===== config.mk =====
export PLATFORM = sky130hd
export DESIGN_NAME = mem_req_arbiter_flat
export DESIGN_NICKNAME = d
export VERILOG_FILES = /design/src/rtl/mem_req_arbiter_if.sv /design/src/rtl/mem_req_arbiter.sv /design/src/flat_wrapper.sv
export SDC_FILE = /design/constraint.sdc
export NUM_CORES = 1
export LEC_CHECK = 0
export ABC_AREA = 1
export BUFFER_PORTS_ARGS = -buffer_cell sky130_fd_sc_hd__buf_4
export CAP_MARGIN = 25
export CORE_AREA = 2 2 125 127
export DETAILED_ROUTE_END_ITERATION = 10
export DIE_AREA = 0 0 127 129
export GPL_TIMING_DRIVEN = 0
export HOLD_SLACK_MARGIN = 0.12
export PLACE_DENSITY = 0.43
export RECOVER_POWER = 50
export SYNTH_ARGS = -nofsm -noshare
export SYNTH_HDL_FRONTEND = slang
export SYNTH_SLANG_ARGS = --single-unit

===== constraint.sdc =====
create_clock -name clk -period 2.6 [get_ports clk]
set_clock_uncertainty 0.1 [all_clocks]
set_input_delay 0.78 -clock clk [delete_from_list [all_inputs] [get_ports clk]]
set_output_delay 0.78 -clock clk [all_outputs]
set_load 0.005 [all_outputs]

===== src/rtl/mem_req_arbiter_if.sv =====
// SRAM-style request/response bus used on both sides of mem_req_arbiter.
//   req/wr/size/wstrb/addr/wdata : request fields, driven by the requester
//   addr_ok                      : request accepted this cycle
//   data_ok/rdata                : response valid / response data
// Modports:
//   master : the requesting side (drives request fields)
//   slave  : the responding side (drives addr_ok, data_ok, rdata)
interface mem_req_arbiter_if;
    logic        req;
    logic        wr;
    logic [1:0]  size;
    logic [3:0]  wstrb;
    logic [31:0] addr;
    logic [31:0] wdata;
    logic        addr_ok;
    logic        data_ok;
    logic [31:0] rdata;

    modport master (
        output req, wr, size, wstrb, addr, wdata,
        input  addr_ok, data_ok, rdata
    );

    modport slave (
        input  req, wr, size, wstrb, addr, wdata,
        output addr_ok, data_ok, rdata
    );
endinterface


===== src/rtl/mem_req_arbiter.sv =====
// Two-master to one-slave SRAM-style request arbiter.
// The data and instruction masters share one slave port. Requests are granted
// combinationally in IDLE (data wins under contention, except that inst is
// taken right after a data acceptance that happened while inst was waiting).
// A granted request that is not yet accepted is held until the slave takes it.
// Each accepted transfer pushes a source tag into an in-order FIFO; slave
// responses pop the head tag and are routed to the owning master.
// Ports:
//   clk        : clock, rising edge
//   reset      : synchronous, active-high reset
//   inst_sram  : instruction master bus (arbiter is the responder)
//   data_sram  : data master bus (arbiter is the responder)
//   mem        : shared slave bus (arbiter is the requester)
// Parameter:
//   OUTSTANDING : max accepted-but-unanswered transfers (power of two, 2..8)
module mem_req_arbiter #(
    parameter int unsigned OUTSTANDING = 4
) (
    input  logic              clk,
    input  logic              reset,
    mem_req_arbiter_if.slave  inst_sram,
    mem_req_arbiter_if.slave  data_sram,
    mem_req_arbiter_if.master mem
);

    localparam int unsigned PW = $clog2(OUTSTANDING);
    localparam int unsigned CW = PW + 1;

    typedef enum logic [1:0] {
        IDLE   = 2'd0,
        HOLD_D = 2'd1,
        HOLD_I = 2'd2
    } state_t;

    state_t                 r_state;
    state_t                 w_state_nxt;
    logic                   r_last_contend;  // last accept was data while inst was requesting
    logic [OUTSTANDING-1:0] r_tags;          // 1 = data, 0 = inst
    logic [PW-1:0]          r_wptr;
    logic [PW-1:0]          r_rptr;
    logic [CW-1:0]          r_count;

    logic w_empty;
    logic w_full;
    logic w_pop;
    logic w_push;
    logic w_block;
    logic w_head;
    logic w_grant_valid;
    logic w_grant_data;
    logic w_mem_req;

    assign w_empty = (r_count == '0);
    assign w_full  = (r_count == CW'(OUTSTANDING));
    assign w_head  = r_tags[r_rptr];
    // Responses with nothing outstanding are dropped (covers pre-reset transfers).
    assign w_pop   = mem.data_ok && !w_empty && !reset;
    // A same-cycle pop frees a slot, so a full FIFO only blocks without one.
    assign w_block = w_full && !w_pop;

    always_comb begin
        w_state_nxt   = r_state;
        w_grant_valid = 1'b0;
        w_grant_data  = 1'b0;
        w_mem_req     = 1'b0;
        case (r_state)
            IDLE: begin
                if (!w_block) begin
                    if (data_sram.req && inst_sram.req) begin
                        w_grant_valid = 1'b1;
                        w_grant_data  = !r_last_contend;
                    end else if (data_sram.req) begin
                        w_grant_valid = 1'b1;
                        w_grant_data  = 1'b1;
                    end else if (inst_sram.req) begin
                        w_grant_valid = 1'b1;
                        w_grant_data  = 1'b0;
                    end
                end
                w_mem_req = w_grant_valid;
                if (w_grant_valid && !mem.addr_ok) begin
                    w_state_nxt = w_grant_data ? HOLD_D : HOLD_I;
                end
            end
            HOLD_D: begin
                w_grant_valid = 1'b1;
                w_grant_data  = 1'b1;
                w_mem_req     = data_sram.req;
                if (w_mem_req && mem.addr_ok) begin
                    w_state_nxt = IDLE;
                end
            end
            HOLD_I: begin
                w_grant_valid = 1'b1;
                w_grant_data  = 1'b0;
                w_mem_req     = inst_sram.req;
                if (w_mem_req && mem.addr_ok) begin
                    w_state_nxt = IDLE;
                end
            end
            default: begin
                w_state_nxt = IDLE;
            end
        endcase
        if (reset) begin
            w_mem_req = 1'b0;
        end
    end

    assign w_push = w_mem_req && mem.addr_ok;

    // Slave request fields follow the granted (or held) master.
    assign mem.req   = w_mem_req;
    assign mem.wr    = w_grant_data ? data_sram.wr    : inst_sram.wr;
    assign mem.size  = w_grant_data ? data_sram.size  : inst_sram.size;
    assign mem.wstrb = w_grant_data ? data_sram.wstrb : inst_sram.wstrb;
    assign mem.addr  = w_grant_data ? data_sram.addr  : inst_sram.addr;
    assign mem.wdata = w_grant_data ? data_sram.wdata : inst_sram.wdata;

    assign inst_sram.addr_ok = w_push && !w_grant_data;
    assign data_sram.addr_ok = w_push &&  w_grant_data;
    assign inst_sram.data_ok = w_pop  && !w_head;
    assign data_sram.data_ok = w_pop  &&  w_head;
    assign inst_sram.rdata   = mem.rdata;
    assign data_sram.rdata   = mem.rdata;

    always_ff @(posedge clk) begin
        if (reset) begin
            r_state        <= IDLE;
            r_last_contend <= 1'b0;
            r_tags         <= '0;
            r_wptr         <= '0;
            r_rptr         <= '0;
            r_count        <= '0;
        end else begin
            r_state <= w_state_nxt;
            if (w_push) begin
                r_tags[r_wptr] <= w_grant_data;
                r_wptr         <= r_wptr + 1'b1;
                r_last_contend <= w_grant_data && inst_sram.req;
            end
            if (w_pop) begin
                r_rptr <= r_rptr + 1'b1;
            end
            case ({w_push, w_pop})
                2'b10:   r_count <= r_count + 1'b1;
                2'b01:   r_count <= r_count - 1'b1;
                default: r_count <= r_count;
            endcase
        end
    end

endmodule


===== src/flat_wrapper.sv =====
// flat-port wrapper written by rule: the top's interface ports become plain ports
module mem_req_arbiter_flat 
#(
    parameter int unsigned OUTSTANDING = 4
)
  (clk, reset, inst_sram_req, inst_sram_wr, inst_sram_size, inst_sram_wstrb, inst_sram_addr, inst_sram_wdata, inst_sram_addr_ok, inst_sram_data_ok, inst_sram_rdata, data_sram_req, data_sram_wr, data_sram_size, data_sram_wstrb, data_sram_addr, data_sram_wdata, data_sram_addr_ok, data_sram_data_ok, data_sram_rdata, mem_req, mem_wr, mem_size, mem_wstrb, mem_addr, mem_wdata, mem_addr_ok, mem_data_ok, mem_rdata);
  mem_req_arbiter_if inst_sram_i ();
  mem_req_arbiter_if data_sram_i ();
  mem_req_arbiter_if mem_i ();
  input  logic clk;
  input  logic reset;
  input wire logic [$bits(inst_sram_i.req)-1:0] inst_sram_req;
  input wire logic [$bits(inst_sram_i.wr)-1:0] inst_sram_wr;
  input wire logic [$bits(inst_sram_i.size)-1:0] inst_sram_size;
  input wire logic [$bits(inst_sram_i.wstrb)-1:0] inst_sram_wstrb;
  input wire logic [$bits(inst_sram_i.addr)-1:0] inst_sram_addr;
  input wire logic [$bits(inst_sram_i.wdata)-1:0] inst_sram_wdata;
  output wire logic [$bits(inst_sram_i.addr_ok)-1:0] inst_sram_addr_ok;
  output wire logic [$bits(inst_sram_i.data_ok)-1:0] inst_sram_data_ok;
  output wire logic [$bits(inst_sram_i.rdata)-1:0] inst_sram_rdata;
  input wire logic [$bits(data_sram_i.req)-1:0] data_sram_req;
  input wire logic [$bits(data_sram_i.wr)-1:0] data_sram_wr;
  input wire logic [$bits(data_sram_i.size)-1:0] data_sram_size;
  input wire logic [$bits(data_sram_i.wstrb)-1:0] data_sram_wstrb;
  input wire logic [$bits(data_sram_i.addr)-1:0] data_sram_addr;
  input wire logic [$bits(data_sram_i.wdata)-1:0] data_sram_wdata;
  output wire logic [$bits(data_sram_i.addr_ok)-1:0] data_sram_addr_ok;
  output wire logic [$bits(data_sram_i.data_ok)-1:0] data_sram_data_ok;
  output wire logic [$bits(data_sram_i.rdata)-1:0] data_sram_rdata;
  output wire logic [$bits(mem_i.req)-1:0] mem_req;
  output wire logic [$bits(mem_i.wr)-1:0] mem_wr;
  output wire logic [$bits(mem_i.size)-1:0] mem_size;
  output wire logic [$bits(mem_i.wstrb)-1:0] mem_wstrb;
  output wire logic [$bits(mem_i.addr)-1:0] mem_addr;
  output wire logic [$bits(mem_i.wdata)-1:0] mem_wdata;
  input wire logic [$bits(mem_i.addr_ok)-1:0] mem_addr_ok;
  input wire logic [$bits(mem_i.data_ok)-1:0] mem_data_ok;
  input wire logic [$bits(mem_i.rdata)-1:0] mem_rdata;
  assign inst_sram_i.req = inst_sram_req;
  assign inst_sram_i.wr = inst_sram_wr;
  assign inst_sram_i.size = inst_sram_size;
  assign inst_sram_i.wstrb = inst_sram_wstrb;
  assign inst_sram_i.addr = inst_sram_addr;
  assign inst_sram_i.wdata = inst_sram_wdata;
  assign inst_sram_addr_ok = inst_sram_i.addr_ok;
  assign inst_sram_data_ok = inst_sram_i.data_ok;
  assign inst_sram_rdata = inst_sram_i.rdata;
  assign data_sram_i.req = data_sram_req;
  assign data_sram_i.wr = data_sram_wr;
  assign data_sram_i.size = data_sram_size;
  assign data_sram_i.wstrb = data_sram_wstrb;
  assign data_sram_i.addr = data_sram_addr;
  assign data_sram_i.wdata = data_sram_wdata;
  assign data_sram_addr_ok = data_sram_i.addr_ok;
  assign data_sram_data_ok = data_sram_i.data_ok;
  assign data_sram_rdata = data_sram_i.rdata;
  assign mem_req = mem_i.req;
  assign mem_wr = mem_i.wr;
  assign mem_size = mem_i.size;
  assign mem_wstrb = mem_i.wstrb;
  assign mem_addr = mem_i.addr;
  assign mem_wdata = mem_i.wdata;
  assign mem_i.addr_ok = mem_addr_ok;
  assign mem_i.data_ok = mem_data_ok;
  assign mem_i.rdata = mem_rdata;
  mem_req_arbiter #(.OUTSTANDING(OUTSTANDING)) u_core (.clk(clk), .reset(reset), .inst_sram(inst_sram_i), .data_sram(data_sram_i), .mem(mem_i));
endmodule

==> results.json, run 1 <==
{
  "worstHoldPathType": "flip-flop to flip-flop",
  "worst_path_most_repeated_cell": "sky130_fd_sc_hd__nand2_1",
  "synthToLayoutAreaGrowth_pct": 128,
  "firstDrtPassIters": 4,
  "synth-seq-cells": 14,
  "cts_hold_buf": 0,
  "clock_insertion_delay_worst_skew_ps": 240,
  "antenna_violating_nets_post_route": 0,
  "clk_path_buf_depth": 2,
  "min_delay_worst_endpoint": "u_core.r_last_contend",
  "worst-setup-path-type": "primary input to output port",
  "syn_nets": 605,
  "post-dp-hpwl_um": 11300,
  "timing.max_cap.violations": 0,
  "worst-endpoint-arrival_ps": 1950,
  "layout_common_cells": "346 x sky130_fd_sc_hd__buf_4, 222 x sky130_fd_sc_hd__nand2_1, 28 x sky130_fd_sc_hd__inv_1, 22 x sky130_fd_sc_hd__buf_6",
  "multi_input_comb_area_sq_um": 1330,
  "slew-limit-headroom": 0.673,
  "netlist.area_leader.share": 0.385,
  "worst-path-buf-inv": 5,
  "core_area_sq_um": 15000,
  "power.leakage_nw": 2.97,
  "tightest_slew_ps": 490,
  "max_freq_ghz": 0.353,
  "family_of_cells_with_the_greatest_summed_delay_on_the_critical_path": "buffers and inverters",
  "detail_route.vias_per_cell": 3.79,
  "synthCells": 419,
  "worst_ep_required_time_ps": 1720,
  "number_of_pins_exceeding_their_max_slew_limit_in_the_final_report": 0,
  "die_y_um": 129,
  "sequential_cell_area_sq_um": 280,
  "finalCriticalPeriod_ps": 2830,
  "setup_viol": 73,
  "portBuffers": 287,
  "cellPowerDensity_nw_per_um2": 372,
  "setup-tns-final_ps": -14890,
  "syn_area_per_cell_sq_um": 5.38,
  "post_synth_main_area_contributors": "sky130_fd_sc_hd__nand2_1 38%, sky130_fd_sc_hd__buf_4 21%, sky130_fd_sc_hd__dfxtp_1 12%, sky130_fd_sc_hd__inv_1 4.8%, sky130_fd_sc_hd__nor2_1 2.8%",
  "finalWeightedCongestion": 0.813,
  "post-route-util": 0.343,
  "clkTransAtPathRegs_ps": 50,
  "fin_nets": 910,
  "num_io_pins": 320,
  "grt_setup_unrepaired": "yes",
  "globalRouteOverflowTotal": 0,
  "critical_path.reg2reg.startpoint": "u_core.r_count[0]",
  "placedCellCount": 894,
  "critPathSlowestCell": "sky130_fd_sc_hd__o211ai_4",
  "route.vias.total": 3449,
  "synthesis.yosys.warnings": 0,
  "crit-reg2reg-capture": "u_core.r_count[2]",
  "layout.cells.non_filler": 911,
  "wirelength_um": 13300,
  "dieWidth_um": 127,
  "remaining_drc_errors": 0,
  "final_common_cell": "sky130_fd_sc_hd__buf_4",
  "first_iter_violations": 123,
  "layout_worst_path_cycle_share": 1.09,
  "grt_pass1_vias": 3156,
  "tritoncts": "built",
  "initial_antenna_violation_count": 0,
  "outcome": "complete, but fails checks",
  "reg2reg_setup_slack_ps": 180,
  "crit_path_max_incr_delay_ps": 220,
  "diodes": 0,
  "crit_chain": "buf_6 > o211ai_4 > nand4_4 > nand2_4 > buf_12 > inv_12 > buf_8 > nand2_1 > nand2_1 > buf_4",
  "initial_utilization": 0.151,
  "violations": "setup timing",
  "largest_net_degree_at_the_start_of_global_routing": 11,
  "setup_ws_ps": -233,
  "cts_made_buffers": 3,
  "synth_top_area_cell": "sky130_fd_sc_hd__nand2_1",
  "row_count": 45,
  "hold_path_depth": 2,
  "hp-start": "u_core.r_last_contend",
  "groute.usage.overall": 0.142,
  "cts.sink_count": 14,
  "cts.htree.levels": 1,
  "mappedNetlistArea_sq_um": 2250,
  "timing.critical_path.to_type": "output port",
  "vdd_drop_max_uv": 242,
  "report.final.hold_viol_count": 0,
  "timing.critical_path.from_type": "primary input",
  "design.die.area_sq_um": 16400,
  "seq_area_frac_synth": 0.124,
  "global_route_wire_length_before_repair_um": 18300,
  "worst_r2r_path_depth": 13,
  "drive_gt1_frac": 0.560,
  "nFillCells": 1690,
  "wl_per_cell_um": 14.6,
  "synth.lib_cells_used.distinct": 27,
  "root_buffer": "sky130_fd_sc_hd__clkbuf_16",
  "cp_max_fo": 12
}
-- worst register-to-register path, cell delays in order (launching register included) --
cell                       delay (ps)
sky130_fd_sc_hd__dfxtp_1          330
sky130_fd_sc_hd__nor2_2           190
sky130_fd_sc_hd__o211ai_4         120
sky130_fd_sc_hd__buf_4            150
sky130_fd_sc_hd__nand3_1          100
sky130_fd_sc_hd__nand2_4          100
sky130_fd_sc_hd__nand3_4          150
sky130_fd_sc_hd__ha_1             170
sky130_fd_sc_hd__inv_1             70
sky130_fd_sc_hd__fa_1             380
sky130_fd_sc_hd__a21oi_1          150
sky130_fd_sc_hd__o21ai_1          100
sky130_fd_sc_hd__o21ai_1          140
sky130_fd_sc_hd__a21oi_1           60
-- final cells by class --
cell class | instances | share of cell area
repair buffers | 301 | 0.467
multi-input cells | 293 | 0.259
plain buffers | 79 | 0.129
flip-flops and latches | 14 | 0.0545
well taps | 188 | 0.0457
inverters | 32 | 0.0263
clock buffers | 4 | 0.0173
-- synth_stat cells --
| master | number |
|---|---|
| sky130_fd_sc_hd__nand2_1 | 231 |
| sky130_fd_sc_hd__buf_4 | 64 |
| sky130_fd_sc_hd__inv_1 | 29 |
| sky130_fd_sc_hd__nor2_1 | 17 |
| sky130_fd_sc_hd__dfxtp_1 | 14 |
| sky130_fd_sc_hd__a21oi_1 | 11 |
| sky130_fd_sc_hd__buf_2 | 10 |
| sky130_fd_sc_hd__buf_6 | 5 |
| sky130_fd_sc_hd__ha_1 | 5 |
| sky130_fd_sc_hd__o21ai_0 | 5 |
| sky130_fd_sc_hd__o21bai_1 | 5 |
| sky130_fd_sc_hd__nand4_1 | 4 |
| sky130_fd_sc_hd__nand3_1 | 3 |
| sky130_fd_sc_hd__inv_2 | 2 |
| sky130_fd_sc_hd__nand2_2 | 2 |
| sky130_fd_sc_hd__a221oi_1 | 1 |
| sky130_fd_sc_hd__a32oi_1 | 1 |
| sky130_fd_sc_hd__clkbuf_1 | 1 |
| sky130_fd_sc_hd__clkinv_1 | 1 |
| sky130_fd_sc_hd__fa_1 | 1 |
| sky130_fd_sc_hd__nand3_2 | 1 |
| sky130_fd_sc_hd__nand4_2 | 1 |
| sky130_fd_sc_hd__nor2_2 | 1 |
| sky130_fd_sc_hd__o211ai_2 | 1 |
| sky130_fd_sc_hd__o22ai_1 | 1 |
| sky130_fd_sc_hd__or2_2 | 1 |
| sky130_fd_sc_hd__xor2_1 | 1 |
-- per-layer routing --
metal  track usage  share of wire  wire (um)  vias up
met3        0.0462          0.088       1170        8
met5             0              0          0        -
met4        0.0149         0.0066         88        0
li1              -              -          -     1806
met2         0.266           0.54       7160      129
met1         0.163           0.37       4890     1506
-- logic make-up after synthesis --
| kind of cell | Yosys count | synth area share |
|---|---|---|
| AND/OR/NAND/NOR | 261 | 0.452 |
| buffers and inverters | 112 | 0.315 |
| AO/OA/AOI/OAI | 25 | 0.0683 |
| flip-flops | 14 | 0.124 |
| adder cells (fa/ha/maj) | 6 | 0.0366 |
| XOR/XNOR | 1 | 0.00389 |
-- worst max path at each step --
stage / startpoint / to / slack (ps) / cells after the start
3_5_place_dp: reset / mem_addr[1] / -450 / 9
2_1_floorplan: mem_data_ok / mem_addr[12] / 90 / 8
3_3_place_gp: reset / mem_addr[1] / -420 / 9
4_1_cts: mem_data_ok / mem_wstrb[2] / -280 / 10
6_report: reset / mem_addr[17] / -230 / 10
5_1_grt: reset / mem_addr[18] / -310 / 10
-- report_power, final --
group	internal (mW)	leakage [nW]	switching, mW
clock	0.233	0.0442	0.0883
combinational	0.778	2.81	0.568
sequential	0.231	0.114	0.0137
-- what timing repair did --
action,in CTS,in global routing
setup endpoints to repair,73,76
setup buffers,6,3
resized for setup,54,18
gates cloned,3,2
pin swaps,10,3
-- stage by stage --
step	total power, mW	cell area [sq um]	setup slack [ps]	hold WS [ps]
2_1_floorplan	0.726	2250	87.7	346
3_3_place_gp	1.39	4640	-418	369
3_5_place_dp	1.40	4640	-445	374
4_1_cts	1.89	5030	-284	381
5_1_grt	2.05	5140	-309	403
6_report	1.91	5140	-233	373
-- flip-flops by register name, summed over array words and instances, names as in the netlist --
name,cells
u_core.r_rptr,2
u_core.r_tags,4
u_core.r_last_contend,1
u_core.r_count,3
u_core.r_wptr,2
u_core.r_state,2
Note: power is estimated with default switching activity, not from simulation.
==> run 2: changes to the inputs <==
--- a/config.mk
+++ b/config.mk
@@ -8,12 +8,13 @@
 export ABC_AREA = 1
 export BUFFER_PORTS_ARGS = -buffer_cell sky130_fd_sc_hd__buf_4
 export CAP_MARGIN = 25
-export CORE_AREA = 2 2 125 127
+export CELL_PAD_IN_SITES_DETAIL_PLACEMENT = 1
+export CELL_PAD_IN_SITES_GLOBAL_PLACEMENT = 2
+export CORE_UTILIZATION = 11
 export DETAILED_ROUTE_END_ITERATION = 10
-export DIE_AREA = 0 0 127 129
 export GPL_TIMING_DRIVEN = 0
 export HOLD_SLACK_MARGIN = 0.12
-export PLACE_DENSITY = 0.43
+export PLACE_DENSITY = 0.75
 export RECOVER_POWER = 50
 export SYNTH_ARGS = -nofsm -noshare
 export SYNTH_HDL_FRONTEND = slang
==> results.json, run 2 (synthesized netlist as in run 1, its figures left out) <==
{
  "grt_setup_unrepaired": "yes",
  "power.total_mw": 2.12,
  "wirelength_um": 13400,
  "worst-setup-path-type": "primary input to output port",
  "groute.usage.overall": 0.119,
  "pwr-share-seq": 0.115,
  "grt_pass1_vias": 3514,
  "startpoint": "reset",
  "outcome": "complete, but fails checks",
  "clock_insertion_delay_worst_skew_ps": 250,
  "final_common_cell": "sky130_fd_sc_hd__buf_4",
  "vdd_drop_max_uv": 222,
  "power.share.combinational": 0.728,
  "registers.top_by_ff_count": "u_core.r_tags",
  "report.final.hold_viol_count": 0,
  "first_iter_violations": 65,
  "cts_hold_buf": 0,
  "portBuffers": 287,
  "fin_nets": 921,
  "global_route_wire_length_before_repair_um": 19900,
  "violations": "setup timing",
  "power.switching_fraction": 0.357,
  "detail_route.vias_per_cell": 3.56,
  "cts_made_buffers": 3,
  "cts.sink_count": 14,
  "worst_path_most_repeated_cell": "sky130_fd_sc_hd__nand2_2",
  "clk_path_buf_depth": 2,
  "place_area_sq_um": 4750,
  "critical_path.reg2reg.startpoint": "u_core.r_count[0]",
  "globalRouteOverflowTotal": 0,
  "post-dp-hpwl_um": 10800,
  "p_int_mw": 1.36,
  "timing.critical_path.from_type": "primary input",
  "layout_worst_path_cycle_share": 1.10,
  "cellPowerDensity_nw_per_um2": 374,
  "route.vias.total": 3571,
  "cts.htree.levels": 1,
  "synthToLayoutAreaGrowth_pct": 151,
  "power.leakage_nw": 3.14,
  "num_io_pins": 320,
  "crit_chain": "buf_8 > o211ai_4 > nand4_4 > nand2_8 > buf_12 > inv_8 > clkbuf_16 > nand2_2 > nand2_2 > buf_6",
  "firstDrtPassIters": 4,
  "timing.hold.ws_ps": 380,
  "timing.critical_path.to_type": "output port",
  "slew-limit-headroom": 0.742,
  "critPathSlowestCell": "sky130_fd_sc_hd__o211ai_4",
  "layout_common_cells": "347 x sky130_fd_sc_hd__buf_4, 178 x sky130_fd_sc_hd__nand2_1, 43 x sky130_fd_sc_hd__nand2_2, 27 x sky130_fd_sc_hd__inv_1, 21 x sky130_fd_sc_hd__buf_6",
  "remaining_drc_errors": 0,
  "initial_utilization": 0.112,
  "row_count": 52,
  "diodes": 0,
  "setup-tns-final_ps": -16300,
  "drive_gt1_frac": 0.636,
  "net-switching-power_mw": 0.758,
  "post-route-cell-area_sq_um": 5670,
  "clkTransAtPathRegs_ps": 50,
  "finalCriticalPeriod_ps": 2850,
  "finalWeightedCongestion": 0.741,
  "worst_ep_required_time_ps": 1720,
  "die_y_um": 145,
  "largest_reg_flops": 4,
  "cp_max_fo": 7,
  "design.die.area_sq_um": 21100,
  "largest_net_degree_at_the_start_of_global_routing": 11,
  "max_freq_ghz": 0.351,
  "reg.largest.list": "u_core.r_tags: 4 flops, u_core.r_count: 3 flops",
  "setup_ws_ps": -248,
  "antenna_violating_nets_post_route": 0,
  "number_of_pins_exceeding_their_max_slew_limit_in_the_final_report": 0,
  "initial_antenna_violation_count": 0,
  "worstHoldPathType": "flip-flop to flip-flop",
  "hp-start": "u_core.r_last_contend",
  "power.share.clock": 0.157,
  "wl_per_cell_um": 13.4,
  "setup_viol": 74,
  "tightest_slew_ps": 386,
  "dieWidth_um": 145,
  "crit_path_max_incr_delay_ps": 210,
  "worst-endpoint-arrival_ps": 1970,
  "core_area_sq_um": 20200,
  "tritoncts": "built",
  "root_buffer": "sky130_fd_sc_hd__clkbuf_16",
  "timing.max_cap.violations": 0
}
-- run 2: changes by cell type in the layout (fill, tap and decap cells not counted), sizes merged --
cell,delta
clkbuf,+2
inv,+1
buf,+8
-- run 2: power groups by stage --
stage               combinational [mW]  clock, mW  sequential (mW)
floorplan                        0.481          0            0.245
global placement                  1.16          0            0.248
detailed placement                1.16          0            0.249
CTS                               1.46      0.343            0.245
global route                      1.68      0.354            0.248
finish                            1.54      0.332            0.245
-- run 2: final timing paths --
kind,end,slack [ps],cells past startpoint
setup / recovery,mem_wdata[3],-250,10
hold / removal,u_core.r_last_contend,380,2
setup reg to reg,u_core.r_count[2],190,14
hold reg to reg,u_core.r_last_contend,380,2
-- run 2: stage by stage --
step	worst slack, ps	std cells	utilization
final	-248	1004	0.281
after detailed placement	-585	976	0.235
after global routing	-308	1004	0.281
after CTS	-279	996	0.267
after global placement	-586	976	0.235
after floorplan	87.7	419	-
-- run 2: area by class of cell --
class | instances | area, sq um
fillers | 2486 | 14500
repair buffers | 311 | 2560
multi-input cells | 293 | 1530
plain buffers | 79 | 716
well taps | 270 | 338
flip-flops and latches | 14 | 280
inverters | 32 | 139
clock buffers | 4 | 88.8
repair inverters | 1 | 11.3
-- run 2: layer usage --
| layer | GRT usage | wire length (um) | vias up |
|---|---|---|---|
| met1 | 0.141 | 5360 | 1604 |
| li1 | - | - | 1837 |
| met4 | 0.0168 | 94 | 0 |
| met3 | 0.0164 | 637 | 7 |
| met5 | 0 | 0 | - |
| met2 | 0.231 | 7350 | 123 |
-- run 2: critical path, delay by kind of cell --
| kind | cells | cell delay [ps] |
|---|---|---|
| and+or+nand+nor | 4 | 390 |
| buffers and inverters | 5 | 580 |
| AOI/OAI and AO/OA | 1 | 210 |
-- run 2: repair_timing --
action                                  4_1_cts  5_1_grt
buffers inserted                             13        5
gates resized for setup                     102       53
cloned                                        4        3
endpoints found under the setup margin       73       77
pin swaps                                    13       13
